File: src/rtl/alu_pkg.sv
// Shared opcode encodings and flag bit positions for the 16-bit execute-stage ALU.
package alu_pkg;

   localparam int WIDTH = 16;
   localparam int NFLAGS = 5;

   // Major opcodes (Opcode[7:4])
   localparam logic [3:0] MAJ_REG   = 4'h0;
   localparam logic [3:0] OP_ADDI   = 4'h5;
   localparam logic [3:0] OP_ADDUI  = 4'h6;
   localparam logic [3:0] OP_ADDCI  = 4'h7;
   localparam logic [3:0] OP_SHIFT  = 4'h8;

   // Minor opcodes (Opcode[3:0]) under MAJ_REG
   localparam logic [3:0] OP_AND    = 4'h1;
   localparam logic [3:0] OP_OR     = 4'h2;
   localparam logic [3:0] OP_XOR    = 4'h3;
   localparam logic [3:0] OP_NOT    = 4'h4;
   localparam logic [3:0] OP_ADD    = 4'h5;
   localparam logic [3:0] OP_ADDU   = 4'h6;
   localparam logic [3:0] OP_ADDC   = 4'h7;
   localparam logic [3:0] OP_ADDCU  = 4'h8;
   localparam logic [3:0] OP_SUB    = 4'h9;
   localparam logic [3:0] OP_CMP    = 4'hB;
   localparam logic [3:0] OP_CMPU   = 4'hF;

   // Minor opcodes under OP_SHIFT; LSHI is accepted with either encoding
   localparam logic [3:0] SH_LSHI     = 4'h0;
   localparam logic [3:0] SH_LSHI_ALT = 4'h1;
   localparam logic [3:0] SH_LSH      = 4'h4;

   localparam int FLAG_Z = 4;
   localparam int FLAG_C = 3;
   localparam int FLAG_O = 2;
   localparam int FLAG_N = 1;
   localparam int FLAG_L = 0;

endpackage

File: src/rtl/alu_add16.sv
// 16-bit adder with carry-in and carry-out, shared by every add/sub flavour of the ALU.
module alu_add16 (
   input  logic [15:0] a,
   input  logic [15:0] b,
   input  logic        cin,
   output logic [15:0] sum,
   output logic        cout
);

   assign {cout, sum} = {1'b0, a} + {1'b0, b} + {16'h0000, cin};

endmodule

File: src/rtl/alu.sv
// 16-bit ALU: combinational opcode decode around one shared adder, one registered output stage.
module alu
   import alu_pkg::*;
(
   input  logic              clk,
   input  logic              reset,
   input  logic [WIDTH-1:0]  A,
   input  logic [WIDTH-1:0]  B,
   input  logic [7:0]        Opcode,
   input  logic              Cin,
   output logic [WIDTH-1:0]  C,
   output logic [NFLAGS-1:0] Flags
);

   logic [3:0]        major;
   logic [3:0]        minor;
   logic [WIDTH-1:0]  imm;
   logic [WIDTH-1:0]  add_b;
   logic              add_cin;
   logic [WIDTH-1:0]  sum;
   logic              cout;
   logic [WIDTH-1:0]  res_d;
   logic [NFLAGS-1:0] flg_d;
   logic              z_en;

   assign major = Opcode[7:4];
   assign minor = Opcode[3:0];
   assign imm   = {8'h00, Opcode};

   // Adder operand steering: subtraction is A + ~B + 1, immediates replace B.
   // NOTE: every signal written in an always_comb gets a default first, so no path infers a latch.
   always_comb begin
      add_b   = B;
      add_cin = 1'b0;
      case (major)
         MAJ_REG: begin
            if (minor == OP_ADDC || minor == OP_ADDCU) begin
               add_cin = Cin;
            end else if (minor == OP_SUB) begin
               add_b   = ~B;
               add_cin = 1'b1;
            end
         end
         OP_ADDI, OP_ADDUI: add_b = imm;
         OP_ADDCI: begin
            add_b   = imm;
            add_cin = Cin;
         end
         default: ;
      endcase
   end

   alu_add16 u_add (
      .a    (A),
      .b    (add_b),
      .cin  (add_cin),
      .sum  (sum),
      .cout (cout)
   );

   always_comb begin
      res_d = '0;
      flg_d = '0;
      z_en  = 1'b0;
      case (major)
         MAJ_REG: begin
            case (minor)
               OP_AND: begin res_d = A & B; z_en = 1'b1; end
               OP_OR:  begin res_d = A | B; z_en = 1'b1; end
               OP_XOR: begin res_d = A ^ B; z_en = 1'b1; end
               OP_NOT: begin res_d = ~A;    z_en = 1'b1; end
               OP_ADD, OP_ADDC: begin
                  res_d         = sum;
                  z_en          = 1'b1;
                  flg_d[FLAG_C] = cout;
                  flg_d[FLAG_O] = (~A[15] & ~B[15] & sum[15]) | (A[15] & B[15] & ~sum[15]);
               end
               OP_ADDU, OP_ADDCU: begin
                  res_d         = sum;
                  z_en          = 1'b1;
                  flg_d[FLAG_C] = cout;
                  flg_d[FLAG_O] = (A[15] | B[15]) & ~sum[15];
               end
               OP_SUB: begin
                  // Borrow is not reported; carry stays clear for SUB.
                  res_d         = sum;
                  z_en          = 1'b1;
                  flg_d[FLAG_O] = (~A[15] & B[15] & sum[15]) | (A[15] & ~B[15] & ~sum[15]);
               end
               OP_CMP: begin
                  flg_d[FLAG_Z] = (A == B);
                  flg_d[FLAG_N] = ($signed(A) < $signed(B));
                  flg_d[FLAG_L] = ($signed(A) < $signed(B));
               end
               OP_CMPU: begin
                  flg_d[FLAG_Z] = (A == B);
                  flg_d[FLAG_L] = (A < B);
               end
               default: ;
            endcase
         end
         OP_ADDI, OP_ADDCI: begin
            res_d         = sum;
            z_en          = 1'b1;
            flg_d[FLAG_C] = cout;
            flg_d[FLAG_O] = ~A[15] & sum[15];
         end
         OP_ADDUI: begin
            res_d         = sum;
            z_en          = 1'b1;
            flg_d[FLAG_C] = cout;
            flg_d[FLAG_O] = A[15] & ~sum[15];
         end
         OP_SHIFT: begin
            case (minor)
               SH_LSHI, SH_LSHI_ALT: begin res_d = A << B[3:0]; z_en = 1'b1; end
               SH_LSH:               begin res_d = A << 1;      z_en = 1'b1; end
               default: ;
            endcase
         end
         default: ;
      endcase
      // Reserved codes leave z_en clear so their flags stay all-zero.
      if (z_en) begin
         flg_d[FLAG_Z] = (res_d == '0);
      end
   end

   // NOTE: sequential state uses non-blocking assignments so every register samples pre-edge values.
   always_ff @(posedge clk) begin
      if (reset) begin
         C     <= '0;
         Flags <= '0;
      end else begin
         C     <= res_d;
         Flags <= flg_d;
      end
   end

endmodule

File: config.mk
export PLATFORM = sky130hd
export DESIGN_NAME = alu
export DESIGN_NICKNAME = d
export VERILOG_FILES = /design/src/rtl/alu_pkg.sv /design/src/rtl/alu_add16.sv /design/src/rtl/alu.sv
export SDC_FILE = /design/constraint.sdc
export NUM_CORES = 1
export LEC_CHECK = 0
export BUFFER_PORTS_ARGS = -buffer_cell sky130_fd_sc_hd__buf_4
export CORE_MARGIN = 1
export CORE_UTILIZATION = 34
export DETAILED_ROUTE_END_ITERATION = 16
export HOLD_SLACK_MARGIN = 0.15
export PLACE_DENSITY = 0.64
export REMOVE_ABC_BUFFERS = 1
export SYNTH_ARGS = -nofsm -noshare
export SYNTH_HDL_FRONTEND = slang
export SYNTH_HIERARCHICAL = 1
export SYNTH_SLANG_ARGS = --single-unit
File: constraint.sdc
create_clock -name clk -period 14.6 [get_ports clk]
set_input_delay 0.73 -clock clk [delete_from_list [all_inputs] [get_ports clk]]
set_output_delay 0.73 -clock clk [all_outputs]
set_load 0.1 [all_outputs]
==> metrics.txt, run 1 <==
# TYPE chip_impl_metric gauge
chip_impl_metric{name="totalWireLength",unit="um"} 16700
chip_impl_metric{name="cts_setup_buffers",unit=""} 0
chip_impl_metric{name="antenna_left",unit=""} 0
chip_impl_metric{name="cts_stage_hold_buffer_count",unit=""} 0
chip_impl_info{name="hold_path.startpoint",value="reset"} 1
chip_impl_metric{name="vias_per_cell",unit=""} 6.13
chip_impl_metric{name="grtUsageTotal",unit="%"} 25.1
chip_impl_metric{name="design.final.nets",unit=""} 720
chip_impl_metric{name="synthDistinctLibCells",unit=""} 80
chip_impl_metric{name="post_synthesis_cell_area",unit="mm^2"} 0.00442
chip_impl_metric{name="path_buf_inv",unit=""} 1
chip_impl_metric{name="core",unit="mm^2"} 0.0126
chip_impl_metric{name="timing.fmax",unit="MHz"} 181
chip_impl_metric{name="max-slew-margin-rel",unit="%"} 34.3
chip_impl_metric{name="synth_enable_flop_cells",unit=""} 0
chip_impl_metric{name="worst-slew-pin-transition",unit="ns"} 0.971
chip_impl_metric{name="drive_gt1_share",unit="%"} 16.9
chip_impl_metric{name="ys.warnings.count",unit=""} 6
chip_impl_metric{name="placedCellCount",unit=""} 777
chip_impl_metric{name="gp_congestion",unit=""} 0.960
chip_impl_info{name="worstSetupStartpointType",value="input pin"} 1
chip_impl_metric{name="setup_viol_count_final",unit=""} 0
chip_impl_metric{name="synthesis.area_per_instance",unit="um^2"} 7.71
chip_impl_metric{name="cp.depth",unit=""} 15
chip_impl_info{name="cts_tree",value="done"} 1
chip_impl_info{name="min-delay-path-class",value="input pin to flip-flop"} 1
chip_impl_info{name="path_common_cell",value="fa_1"} 1
chip_impl_metric{name="start_util",unit="%"} 35.0
chip_impl_metric{name="ys_ff_latch",unit=""} 21
chip_impl_metric{name="cap_violations",unit=""} 0
chip_impl_metric{name="detailedRoute.firstPassIterationCount",unit=""} 5
chip_impl_metric{name="die_area",unit="mm^2"} 0.0135
chip_impl_metric{name="finalHoldViolations",unit=""} 0
chip_impl_metric{name="power.leakage",unit="uW"} 0.00225
chip_impl_metric{name="clk_slew_on_worst_s_h_paths",unit="ns"} 0.06
chip_impl_metric{name="largest_net_degree_at_the_start_of_global_routing",unit=""} 42
chip_impl_metric{name="p_per_area",unit="mW/mm^2"} 56.3
chip_impl_info{name="cp_slowest_cell",value="nor4_2"} 1
chip_impl_info{name="rsz_0062_raised_after_global_routing",value="false"} 1
chip_impl_metric{name="ys_async_sr_fraction",unit="%"} 0
chip_impl_info{name="timing.critical_path.to_type",value="flip-flop"} 1
chip_impl_metric{name="placement_rows",unit=""} 41
chip_impl_metric{name="layout.cells.non_filler",unit=""} 781
chip_impl_info{name="run_status",value="finished, final reports clean"} 1
chip_impl_metric{name="count_of_pins_over_their_slew_limit",unit=""} 0
chip_impl_metric{name="cpPeakStageDelay",unit="ns"} 0.77
chip_impl_metric{name="timing.setup.tns",unit="ns"} 0
chip_impl_info{name="commonest_cells_after_routing_fill_and_taps_aside",value="ha_1 (65), buf_4 (64), nor2_1 (50)"} 1
chip_impl_metric{name="hold_path_depth",unit=""} 2
chip_impl_metric{name="grt_overflow_total",unit=""} 0
chip_impl_metric{name="post_drt_wl_per_cell",unit="um"} 21.4
chip_impl_metric{name="worst_supply_voltage_drop_on_vdd",unit="mV"} 0.0256
chip_impl_metric{name="clock_sink_count",unit=""} 21
chip_impl_metric{name="tritoncts_buffer_count",unit=""} 3
chip_impl_metric{name="htree_levels",unit=""} 1
chip_impl_metric{name="drt-initial-drc-count",unit=""} 427
chip_impl_metric{name="cts-root-to-sink-buffers",unit=""} 2
chip_impl_metric{name="dpl.hpwl",unit="um"} 13200
chip_impl_info{name="timing.setup.critical_path_class",value="input pin to flip-flop"} 1
chip_impl_info{name="min_delay_worst_endpoint",value="Flags[2]"} 1
chip_impl_metric{name="antenna_found_initial",unit=""} 0
chip_impl_metric{name="place.port_buffers",unit=""} 63
chip_impl_metric{name="timing.final.crit_period",unit="ns"} 5.53
chip_impl_metric{name="synthCells",unit=""} 573
chip_impl_metric{name="antenna_cells_inserted",unit=""} 0
chip_impl_metric{name="syn2layout_area_growth",unit="%"} 13.3
chip_impl_metric{name="fillCellCount",unit=""} 1350
chip_impl_metric{name="die-width",unit="um"} 116
chip_impl_metric{name="critPathRequiredTime",unit="ns"} 14.77
chip_impl_info{name="cp_cell_sequence",value="buf_4 -> nor4_2 -> and3_1 -> nor2_1 -> a221o_1 -> fa_1 -> fa_1 -> a21o_4 -> a311oi_2 -> o21bai_1 -> xor2_1 -> a2111oi_2 -> nand4_1 -> or4_1 -> o31ai_1"} 1
chip_impl_info{name="postSynth.topFlopCell",value="dfxtp_1"} 1
chip_impl_metric{name="drc_violations",unit=""} 0
chip_impl_metric{name="cts-resized-gates",unit=""} 0
chip_impl_metric{name="grt_first_pass_wirelength",unit="um"} 25600
chip_impl_metric{name="highest_net_fanout_along_the_worst_path",unit=""} 13
chip_impl_info{name="cts_root_buffer",value="clkbuf_16"} 1
chip_impl_info{name="most_common_cell_after_layout_fill_and_taps_aside",value="ha_1"} 1
chip_impl_metric{name="ys_seq_area_share",unit="%"} 9.52
chip_impl_metric{name="period_share",unit="%"} 37.9
chip_impl_metric{name="die_h",unit="um"} 116
chip_impl_metric{name="routed-via-count",unit=""} 4791
chip_impl_metric{name="number_of_global_route_vias_before_repair",unit=""} 4419
chip_impl_info{name="critical_path.top_delay_family",value="simple AND/OR/NAND/NOR gates"} 1
chip_impl_metric{name="floorplan.io_pins",unit=""} 64
chip_impl_metric{name="cp.arrival",unit="ns"} 5.70
## synthesized netlist by cell type (3+ instances only)
| library cell | number | area share, % |
|---|---|---|
| a21o_1 | 6 | 1.0 |
| a21oi_1 | 37 | 4.2 |
| o21bai_1 | 7 | 1.2 |
| o22ai_1 | 10 | 1.4 |
| nor3b_1 | 7 | 1.2 |
| mux2i_1 | 23 | 5.2 |
| o211ai_1 | 9 | 1.5 |
| nand4_1 | 6 | 0.85 |
| and3_1 | 7 | 0.99 |
| xor2_1 | 9 | 1.8 |
| nand2b_1 | 11 | 1.6 |
| a31oi_1 | 4 | 0.57 |
| o21ai_0 | 31 | 3.5 |
| or4_1 | 3 | 0.51 |
| xnor2_1 | 4 | 0.79 |
| or3b_2 | 3 | 0.59 |
| clkbuf_1 | 9 | 0.76 |
| o32ai_1 | 4 | 0.79 |
| mux2_2 | 7 | 1.8 |
| nand3_1 | 15 | 1.7 |
| mux4_2 | 5 | 2.5 |
| nand2_1 | 40 | 3.4 |
| nand3b_1 | 5 | 0.85 |
| a221o_1 | 5 | 1.1 |
| o21ai_1 | 4 | 0.45 |
| nor2_1 | 50 | 4.2 |
| ha_1 | 65 | 18 |
| a221oi_1 | 4 | 0.79 |
| a22o_1 | 4 | 0.79 |
| dfxtp_1 | 21 | 9.5 |
| buf_6 | 6 | 1.5 |
| nor3_1 | 15 | 1.7 |
| nor4b_1 | 3 | 0.59 |
| nor2b_1 | 10 | 1.4 |
| a211oi_1 | 5 | 0.85 |
| inv_1 | 40 | 3.4 |
| buf_2 | 15 | 1.7 |
| a22oi_1 | 5 | 0.85 |
| a222oi_1 | 3 | 0.68 |
| o21a_1 | 4 | 0.68 |
## stage by stage
| step | cell area (um^2) | total power (uW) | setup slack, ns | hold WS, ns | util (%) |
|---|---|---|---|---|---|
| final | 5010 | 282 | 9.07 | 0.707 | 39.7 |
| after global routing | 5010 | 297 | 8.79 | 0.704 | 39.7 |
| after CTS | 5010 | 279 | 9.12 | 0.702 | 39.7 |
| after detailed placement | 4930 | 220 | 8.87 | 0.971 | 39.0 |
| after global placement | 4930 | 220 | 9.03 | 0.973 | 39.0 |
| after floorplan | 4230 | 163 | 9.65 | 0.802 | - |
## logic make-up after synthesis
logic type / count (synthesis) / synth area share, %
mux: 40 / 11.3
simple gates: 189 / 22.3
flops: 21 / 9.52
buf+inv: 73 / 7.73
fa+ha+maj: 67 / 19.3
xor+xnor: 13 / 2.58
compound gates: 170 / 27.2
## cell type report
| type | instances | area [um^2] | share of cell area [%] |
|---|---|---|---|
| clock inverter | 1 | 5.00 | 0.100 |
| timing repair buffer | 64 | 480 | 9.60 |
| multi-input combinational | 479 | 3660 | 73.0 |
| sequential | 21 | 420 | 8.40 |
| tap | 172 | 215 | 4.30 |
| inverter | 41 | 154 | 3.07 |
| clock buffer | 3 | 75.1 | 1.50 |
## sequential cells by signal, indices dropped and copies added (netlist names)
name	count
C	16
Flags	5
## how the worst max path moves through the flow
stage | from | endpoint | slack [ns]
after CTS | Opcode[7] | Flags[4] | 9.12
after detailed placement | Opcode[7] | Flags[4] | 8.87
after global routing | Opcode[7] | Flags[4] | 8.79
final | Opcode[7] | Flags[4] | 9.07
after global placement | Opcode[7] | Flags[4] | 9.03
after floorplan | Opcode[7] | Flags[4] | 9.65
## routing by layer
layer	wire, um	vias up	track usage [%]
met5	0	-	0
met2	7560	281	41.2
li1	-	2194	-
met4	516	0	8.46
met1	7090	2277	33.9
met3	1530	39	2.82
## power breakdown
group / switching [uW] / total (uW) / leakage [uW] / internal, uW
clock: 21.6 / 58.4 / 0.0000409 / 36.8
combinational: 102 / 164 / 0.00204 / 61.7
sequential: 0.376 / 59.2 / 0.000170 / 58.9
total: 124 / 282 / 0.00225 / 157
Note: power is estimated with default switching activity, not from simulation.
==> run 2, diff against run 1 <==
PLACE_DENSITY = 0.66   (was 0.64)
clock period = 4.6 ns   (was 14.6 ns; I/O delays follow)
==> metrics.txt, run 2 (same netlist as run 1, synthesis figures left out) <==
# TYPE chip_impl_metric gauge
chip_impl_metric{name="timing.final.crit_period",unit="ns"} 4.37
chip_impl_info{name="min-delay-path-class",value="input pin to flip-flop"} 1
chip_impl_metric{name="grt_overflow_total",unit=""} 0
chip_impl_info{name="commonest_cells_after_routing_fill_and_taps_aside",value="buf_4 (77), ha_1 (65), nor2_1 (50)"} 1
chip_impl_metric{name="detailedRoute.firstPassIterationCount",unit=""} 6
chip_impl_metric{name="antenna_cells_inserted",unit=""} 0
chip_impl_metric{name="worst-slew-pin-transition",unit="ns"} 1.02
chip_impl_info{name="cts_tree",value="done"} 1
chip_impl_info{name="timing.critical_path.to_type",value="flip-flop"} 1
chip_impl_metric{name="syn2layout_area_growth",unit="%"} 15.6
chip_impl_metric{name="antenna_left",unit=""} 0
chip_impl_metric{name="routed-via-count",unit=""} 4740
chip_impl_metric{name="count_of_pins_over_their_slew_limit",unit=""} 0
chip_impl_metric{name="clk_slew_on_worst_s_h_paths",unit="ns"} 0.06
chip_impl_metric{name="power.leakage",unit="uW"} 0.00231
chip_impl_metric{name="placedCellCount",unit=""} 790
chip_impl_metric{name="cpPeakStageDelay",unit="ns"} 0.46
chip_impl_metric{name="post_dp_cell_area",unit="mm^2"} 0.00502
chip_impl_metric{name="tritoncts_buffer_count",unit=""} 3
chip_impl_metric{name="largest_register_ff_count",unit=""} 16
chip_impl_metric{name="drive_gt1_share",unit="%"} 18.6
chip_impl_metric{name="drc_violations",unit=""} 0
chip_impl_metric{name="htree_levels",unit=""} 1
chip_impl_metric{name="grt_first_pass_wirelength",unit="um"} 26300
chip_impl_metric{name="totalWireLength",unit="um"} 17500
chip_impl_metric{name="highest_net_fanout_along_the_worst_path",unit=""} 5
chip_impl_metric{name="number_of_global_route_vias_before_repair",unit=""} 4522
chip_impl_info{name="run_status",value="finished, final reports clean"} 1
chip_impl_info{name="cts_root_buffer",value="clkbuf_16"} 1
chip_impl_metric{name="drt-initial-drc-count",unit=""} 504
chip_impl_metric{name="cts_stage_hold_buffer_count",unit=""} 0
chip_impl_metric{name="cap_violations",unit=""} 0
chip_impl_metric{name="die_area",unit="mm^2"} 0.0135
chip_impl_metric{name="largest_net_degree_at_the_start_of_global_routing",unit=""} 36
chip_impl_metric{name="antenna_found_initial",unit=""} 0
chip_impl_info{name="largest_registers_in_the_final_layout",value="C (16), Flags (5)"} 1
chip_impl_metric{name="critPathRequiredTime",unit="ns"} 4.76
chip_impl_metric{name="worst_supply_voltage_drop_on_vdd",unit="mV"} 0.118
chip_impl_metric{name="gp_congestion",unit=""} 1.07
chip_impl_metric{name="grtUsageTotal",unit="%"} 26.5
chip_impl_metric{name="cts-root-to-sink-buffers",unit=""} 2
chip_impl_metric{name="design.final.nets",unit=""} 733
chip_impl_metric{name="core",unit="mm^2"} 0.0126
chip_impl_metric{name="max-slew-margin-rel",unit="%"} 31.3
chip_impl_info{name="largest_register",value="C"} 1
chip_impl_metric{name="layout.cells.non_filler",unit=""} 794
chip_impl_info{name="most_common_cell_after_layout_fill_and_taps_aside",value="buf_4"} 1
chip_impl_info{name="cp_cell_sequence",value="buf_4 -> nor2b_1 -> o21a_1 -> nor2_1 -> a221o_1 -> fa_1 -> fa_1 -> a21o_4 -> a311oi_2 -> nor3_1 -> o211ai_1 -> a221oi_1 -> a222oi_1 -> buf_4 -> nand2_1 -> or4_1 -> o31ai_1"} 1
chip_impl_info{name="cp_slowest_cell",value="fa_1"} 1
chip_impl_metric{name="finalHoldViolations",unit=""} 0
chip_impl_metric{name="cts_setup_buffers",unit=""} 0
chip_impl_metric{name="place.port_buffers",unit=""} 63
chip_impl_metric{name="die-width",unit="um"} 116
chip_impl_metric{name="die_h",unit="um"} 116
chip_impl_info{name="rsz_0062_raised_after_global_routing",value="false"} 1
chip_impl_metric{name="hold_path_depth",unit=""} 2
chip_impl_metric{name="placement_rows",unit=""} 41
chip_impl_metric{name="clock_sink_count",unit=""} 21
chip_impl_metric{name="setup_viol_count_final",unit=""} 0
chip_impl_metric{name="report.power.total",unit="uW"} 911
chip_impl_metric{name="final_worst_path_setup_slack",unit="ns"} 0.229
chip_impl_metric{name="stdcell_area",unit="mm^2"} 0.00511
chip_impl_metric{name="timing.fmax",unit="MHz"} 229
chip_impl_metric{name="floorplan.io_pins",unit=""} 64
chip_impl_metric{name="p_per_area",unit="mW/mm^2"} 178
chip_impl_metric{name="timing.setup.tns",unit="ns"} 0
chip_impl_metric{name="period_share",unit="%"} 95.0
chip_impl_metric{name="cts-resized-gates",unit=""} 0
chip_impl_metric{name="vias_per_cell",unit=""} 5.97
chip_impl_metric{name="preCtsSetupSlack",unit="ns"} 0.135
chip_impl_metric{name="start_util",unit="%"} 35.0
chip_impl_metric{name="post_drt_wl_per_cell",unit="um"} 22.0
chip_impl_info{name="timing.setup.critical_path_class",value="input pin to flip-flop"} 1
chip_impl_metric{name="dpl.hpwl",unit="um"} 14100
chip_impl_metric{name="cp.arrival",unit="ns"} 4.54
chip_impl_metric{name="fillCellCount",unit=""} 1346
chip_impl_info{name="worstSetupStartpointType",value="input pin"} 1
run 2: changes by cell type in the layout (fill, tap and decap cells not counted), sizes merged:
| cell | change |
|---|---|
| clkinv | -1 |
| buf | +13 |
| clkinvlp | +1 |
run 2: per-stage QoR:
| step | hold slack (ns) | util (%) |
|---|---|---|
| floorplan | 0.302 | - |
| CTS | 0.189 | 40.5 |
| detailed placement | 0.459 | 39.8 |
| finish | 0.188 | 40.5 |
| global placement | 0.464 | 39.8 |
| global route | 0.196 | 40.5 |
run 2: layout make-up:
cell class / instances / area, um^2 / area share, %
clock inverters: 1 / 7.51 / 0.147
repair buffers: 77 / 578 / 11.3
clock buffers: 3 / 75.1 / 1.47
well taps: 172 / 215 / 4.21
flip-flops and latches: 21 / 420 / 8.23
inverters: 41 / 154 / 3.01
multi-input cells: 479 / 3660 / 71.6
run 2: power breakdown:
part           switching (uW)  leakage (uW)  internal [uW]
logic                     332       0.00210            203
clock network            69.4     0.0000371            118
registers                1.20      0.000170            187
run 2: routing by layer:
metal	GRT usage [%]	share of wire, %	wire (um)	up-vias
met3	3.71	8.2	1430	55
met1	34.5	42	7320	2230
met4	14.5	5.6	971	0
met5	0	0	0	-
met2	42.0	44	7780	235
li1	-	-	-	2220
run 2: worst paths after layout:
| check | to | startpoint | slack (ns) |
|---|---|---|---|
| worst max-delay path | Flags[4] | Opcode[6] | 0.23 |
| worst min-delay path | C[7] | reset | 0.19 |
run 2: critical path: cells and delay by family:
family | cells | cell delay (ns)
adders and majority gates | 2 | 0.92
buffers and inverters | 2 | 0.30
and+or+nand+nor | 5 | 0.94
AOI/OAI and AO/OA | 8 | 2.13
